--- src/rtl/hmmm_pgrm_loader.sv ---
// hmmm_pgrm_loader: deserializes the two-pin program-load stream into 8-bit address /
// 16-bit instruction frames and writes each one to instruction memory with req/gnt.
module hmmm_pgrm_loader #(
    parameter int SYNC_STAGES = 2,
    parameter int TIMEOUT     = 1024
) (
    input  logic        clk,
    input  logic        rst,
    input  logic        pgrm_addr,
    input  logic        pgrm_data,
    output logic        mem_req,
    input  logic        mem_gnt,
    output logic [7:0]  mem_addr,
    output logic [15:0] mem_wdata,
    output logic        core_hold,
    output logic        overrun,
    output logic [7:0]  frame_cnt
);
    localparam int IW = ($clog2(TIMEOUT + 1) > 10) ? $clog2(TIMEOUT + 1) : 10;

    typedef enum logic [1:0] {IDLE, SHIFT, WRITE} state_e;

    state_e                 state_q, state_d;
    logic [SYNC_STAGES-1:0] addr_sync_q, addr_sync_d, data_sync_q, data_sync_d;
    logic                   addr_prev_q, addr_prev_d;
    logic [IW-1:0]          idle_q, idle_d;
    logic [4:0]             cnt_q, cnt_d;
    logic [23:0]            sh_q, sh_d;
    logic [7:0]             mem_addr_q, mem_addr_d;
    logic [15:0]            mem_wdata_q, mem_wdata_d;
    logic                   overrun_q, overrun_d;
    logic [7:0]             frame_cnt_q, frame_cnt_d;

    logic        addr_s, data_s, rise, tmo, last, pending, stall, load, grant, tmo_clr;
    logic [23:0] frame;

    always_comb begin
        addr_s      = addr_sync_q[SYNC_STAGES-1];
        data_s      = data_sync_q[SYNC_STAGES-1];
        addr_sync_d = {addr_sync_q[SYNC_STAGES-2:0], pgrm_addr};
        data_sync_d = {data_sync_q[SYNC_STAGES-2:0], pgrm_data};
        addr_prev_d = addr_s;
        rise        = addr_s && !addr_prev_q;
        // A rise implies addr_s high, so a rise on the threshold cycle always wins.
        tmo         = !addr_s && (idle_q >= IW'(TIMEOUT - 1));
        idle_d      = addr_s ? '0 : (tmo ? idle_q : idle_q + 1'b1);
        frame       = {sh_q[22:0], data_s};
        last        = rise && (cnt_q == 5'd23);
        pending     = (state_q == WRITE);
        stall       = pending && !mem_gnt;
        grant       = pending && mem_gnt;
        load        = last && !stall;
        tmo_clr     = tmo && (state_q == SHIFT);
        cnt_d       = rise ? (last ? 5'd0 : cnt_q + 5'd1) : (tmo_clr ? 5'd0 : cnt_q);
        sh_d        = rise ? frame : (tmo_clr ? 24'd0 : sh_q);
        state_d     = (load || stall) ? WRITE : ((cnt_d != 5'd0) ? SHIFT : IDLE);
        mem_addr_d  = load ? frame[23:16] : mem_addr_q;
        mem_wdata_d = load ? frame[15:0] : mem_wdata_q;
        overrun_d   = overrun_q || (last && stall);
        frame_cnt_d = frame_cnt_q + {7'd0, grant};
    end

    always_ff @(posedge clk or negedge rst) begin
        if (!rst) begin
            state_q     <= IDLE;
            addr_sync_q <= '0;
            data_sync_q <= '0;
            addr_prev_q <= 1'b0;
            idle_q      <= '0;
            cnt_q       <= '0;
            sh_q        <= '0;
            mem_addr_q  <= '0;
            mem_wdata_q <= '0;
            overrun_q   <= 1'b0;
            frame_cnt_q <= '0;
        end else begin
            state_q     <= state_d;
            addr_sync_q <= addr_sync_d;
            data_sync_q <= data_sync_d;
            addr_prev_q <= addr_prev_d;
            idle_q      <= idle_d;
            cnt_q       <= cnt_d;
            sh_q        <= sh_d;
            mem_addr_q  <= mem_addr_d;
            mem_wdata_q <= mem_wdata_d;
            overrun_q   <= overrun_d;
            frame_cnt_q <= frame_cnt_d;
        end
    end

    assign mem_req   = (state_q == WRITE);
    assign mem_addr  = mem_addr_q;
    assign mem_wdata = mem_wdata_q;
    assign core_hold = (state_q != IDLE) || (cnt_q != 5'd0);
    assign overrun   = overrun_q;
    assign frame_cnt = frame_cnt_q;
endmodule

--- config.mk ---
export PLATFORM = sky130hd
export DESIGN_NAME = hmmm_pgrm_loader
export DESIGN_NICKNAME = d
export VERILOG_FILES = /design/src/rtl/hmmm_pgrm_loader.sv
export SDC_FILE = /design/constraint.sdc
export NUM_CORES = 1
export LEC_CHECK = 0
export BUFFER_PORTS_ARGS = -buffer_cell sky130_fd_sc_hd__buf_2
export CORE_ASPECT_RATIO = 0.8
export CORE_MARGIN = 3
export CORE_UTILIZATION = 45
export DETAILED_ROUTE_END_ITERATION = 10
export SLEW_MARGIN = 20
export SYNTH_ARGS = -nofsm -noshare
export SYNTH_HDL_FRONTEND = slang
export SYNTH_SLANG_ARGS = --single-unit
--- constraint.sdc ---
create_clock -name clk -period 3.65 [get_ports clk]
set_input_delay 0 -clock clk [delete_from_list [all_inputs] [get_ports clk]]
set_output_delay 0 -clock clk [all_outputs]
set_load 0.005 [all_outputs]
==> impl_metrics.sql <==
INSERT INTO impl_metrics (metric_group, metric, value, unit) VALUES
('logic_synthesis', 'synth_warnings', '0', ''),
('clocking', 'clockBufferDepth', '2', ''),
('drt', 'num_vias', '1913', ''),
('drt', 'via_per_inst', '5.20', ''),
('final_layout', 'synthToLayoutAreaGrowth', '17.4', '%'),
('final_layout', 'antennaDiodeCount', '0', ''),
('clocking', 'cts.reportedPaths.clkPinSlew', '0.08', 'ns'),
('logic_synthesis', 'netlist_instances', '233', ''),
('logic_synthesis', 'ys_seq_area_share', '62.5', '%'),
('placement', 'place_congestion', '0.767', ''),
('final_layout', 'drive_above_1_share', '31.7', '%'),
('logic_synthesis', 'ys.flop_type', 'sky130_fd_sc_hd__dfrtp_1', ''),
('worst_setup_path', 'worstRegToRegCells', '6', ''),
('final_layout', 'multiInputGateArea', '1130', 'sq um'),
('timing', 'grt_setup_unrepaired', 'no', ''),
('timing', 'drv_slew', '0', ''),
('logic_synthesis', 'synth.area.top_cells', 'sky130_fd_sc_hd__dfrtp_1 (62%), sky130_fd_sc_hd__mux2_2 (8.5%), sky130_fd_sc_hd__a22o_1 (6.4%)', ''),
('placement', 'detailedPlacementHpwl', '3410', 'microns'),
('global_routing', 'grt_pass1_vias', '1789', ''),
('timing', 'setup-violations-final', '0', ''),
('timing', 'max_slew_margin', '34.1', '%'),
('worst_setup_path', 'crit_path_start_kind', 'flop', ''),
('timing', 'finalSetupTns', '0', 'ns'),
('floorplan', 'initial_core_util', '47.9', '%'),
('drt', 'violation_count_after_the_first_detailed_routing_iteration', '64', ''),
('global_routing', 'grt_use_total', '14.5', '%'),
('drt', 'routed_wire_length_per_instance', '14.5', 'microns'),
('power_and_ir_drop', 'irDropWorstVdd', '0.225', 'mV'),
('clocking', 'cts_inserted_buffers', '9', ''),
('power_and_ir_drop', 'p_per_cell_area', '527', 'nW/um^2'),
('timing', 'finClkSkew', '0.00779', 'ns'),
('final_layout', 'nFillCells', '569', ''),
('timing', 'report.final.hold_viol_count', '0', ''),
('clocking', 'number_of_buffers_inserted_by_post_cts_setup_repair', '0', ''),
('timing', 'final.min_clock_period', '2.26', 'ns'),
('clocking', 'clock_tree_from_tritoncts', 'done', ''),
('logic_synthesis', 'synth_area', '3160', 'sq um'),
('timing', 'post_route_fraction_of_the_period_consumed_by_the_critical_path', '61.9', '%'),
('clocking', 'cts.htree.levels', '3', ''),
('placement', 'port-buffer-count', '39', ''),
('worst_setup_path', 'crit_path_end_kind', 'flop', ''),
('final_layout', 'finalInstanceArea', '3720', 'sq um'),
('clocking', 'clock_tree.root_cell', 'sky130_fd_sc_hd__clkbuf_8', ''),
('floorplan', 'design.core.area', '6600', 'sq um'),
('placement', 'post_dp_cell_area', '3440', 'sq um'),
('worst_setup_path', 'crit_arrival', '2.53', 'ns'),
('clocking', 'numClockSinks', '79', ''),
('clocking', 'worstSkewPairLatency', '0.35', 'ns'),
('run_status', 'run_status', 'finished clean', ''),
('logic_synthesis', 'synthMostInstantiatedCell', 'sky130_fd_sc_hd__dfrtp_1', ''),
('logic_synthesis', 'ys_seq_elements', '79', ''),
('floorplan', 'core_rows', '26', ''),
('worst_setup_path', 'crit_path_max_fanout', '25', ''),
('timing', 'slew_at_the_pin_closest_to_its_max_slew_limit', '0.989', 'ns'),
('floorplan', 'io_pins', '40', ''),
('logic_synthesis', 'edff_count_synth', '0', ''),
('logic_synthesis', 'count_of_cell_types_in_the_netlist', '43', ''),
('drt', 'drcViolationCount', '0', ''),
('global_routing', 'grt_overflow', '0', ''),
('power_and_ir_drop', 'leakage_power_total', '0.00192', 'uW'),
('floorplan', 'die_w', '99.8', 'microns'),
('flow_run', 'timing.max_cap.violations', '0', ''),
('final_layout', 'area.sequential', '1980', 'sq um'),
('timing', 'fmax', '442', 'MHz'),
('hold_path', 'hold_path_class', 'in -> reg', ''),
('logic_synthesis', 'synth_area_leader_cell', 'sky130_fd_sc_hd__dfrtp_1', ''),
('floorplan', 'floorplan.die.height', '81', 'microns'),
('global_routing', 'grt_pass1_wl', '9030', 'microns'),
('logic_synthesis', 'synth-async-reset-ratio', '100', '%'),
('global_routing', 'grt_antenna_before_repair', '0', ''),
('final_layout', 'fin_nets', '289', '');
-- critical path, cell delays in order, from the launching register on --
cell                      delay, ns
sky130_fd_sc_hd__dfrtp_1       0.42
sky130_fd_sc_hd__ha_1          0.27
sky130_fd_sc_hd__a21oi_1       0.21
sky130_fd_sc_hd__nor4_2        0.10
sky130_fd_sc_hd__o31ai_4       0.78
sky130_fd_sc_hd__a21oi_1       0.20
sky130_fd_sc_hd__a31oi_1       0.20
-- cell families (layout without fill, tap and decap cells) --
| family | Yosys count | after routing | share of synthesized area [%] |
|---|---|---|---|
| flip-flops | 79 | 79 | 62.5 |
| buffers and inverters | 16 | 67 | 2.25 |
| XOR/XNOR | 14 | 14 | 3.88 |
| adder cells (fa/ha/maj) | 5 | 5 | 1.98 |
| multiplexers | 25 | 25 | 8.86 |
| AO/OA/AOI/OAI | 38 | 38 | 10.1 |
| AND/OR/NAND/NOR | 56 | 56 | 10.5 |
-- per-layer routing --
layer,vias up,wire length [microns],global-route usage (%),share of wire (%)
met3,10,278,5.15,5.2
met1,929,2850,21.5,53
met5,-,0,0,0
met2,39,2130,19.3,40
li1,935,-,-,-
met4,0,76,5.73,1.4
-- metrics by stage --
stage | hold slack, ns | setup slack [ns] | util [%] | cells | total power, uW
CTS | 0.266 | 1.36 | 56.3 | 368 | 1990
detailed placement | 0.111 | 1.38 | 52.2 | 348 | 1250
floorplan | -0.296 | 1.84 | - | 233 | 1160
global route | 0.274 | 1.19 | 56.3 | 368 | 2060
global placement | 0.108 | 1.45 | 52.2 | 348 | 1240
finish | 0.286 | 1.39 | 56.3 | 368 | 1960
-- worst paths after layout --
check	start	end	slack [ns]
worst max register to register	idle_q[0]	state_q[0]	1.39
worst min register to register	addr_sync_q[0]	addr_sync_q[1]	0.35
worst min-delay path	pgrm_addr	addr_sync_q[0]	0.29
worst max-delay path	idle_q[0]	state_q[0]	1.39
min in group asynchronous	rst	frame_cnt[7]	0.32
max in group asynchronous	rst	idle_q[5]	2.66
-- cells in the final DEF, fill, tap and decap left out, types with 4 or more instances in the layout --
cell	count
sky130_fd_sc_hd__inv_1	6
sky130_fd_sc_hd__nor2_1	14
sky130_fd_sc_hd__clkbuf_8	11
sky130_fd_sc_hd__dfrtp_1	79
sky130_fd_sc_hd__buf_2	38
sky130_fd_sc_hd__mux2_2	24
sky130_fd_sc_hd__xor2_1	6
sky130_fd_sc_hd__xnor2_1	8
sky130_fd_sc_hd__dlygate4sd3_1	4
sky130_fd_sc_hd__nand3_1	10
sky130_fd_sc_hd__a22o_1	23
sky130_fd_sc_hd__and3_1	4
sky130_fd_sc_hd__nand2_1	5
sky130_fd_sc_hd__ha_1	5
-- area by class of cell --
cell class / instances / area share (%)
tap: 84 / 2.83
timing repair buffer: 45 / 6.80
multi-input combinational: 138 / 30.3
clock buffer: 11 / 4.07
inverter: 6 / 0.606
clock inverter: 5 / 2.15
sequential: 79 / 53.2
-- flip-flops by register name, summed over array words and instances (netlist names) --
signal / flops
mem_wdata: 16
overrun: 1
cnt_q: 5
frame_cnt: 8
mem_addr: 8
state_q: 2
addr_prev_q: 1
sh_q: 23
addr_sync_q: 2
idle_q: 11
data_sync_q: 2
-- power breakdown --
part           internal (uW)  switching, uW
Combinational            104            108
Clock                    421            310
Sequential               946           70.2
Total                   1470            488
-- what timing repair did --
item	CTS	global route
hold endpoints to repair	83	0
hold buffers	4	0
gates resized for setup	0	0
(Power assumes the default switching activity.)
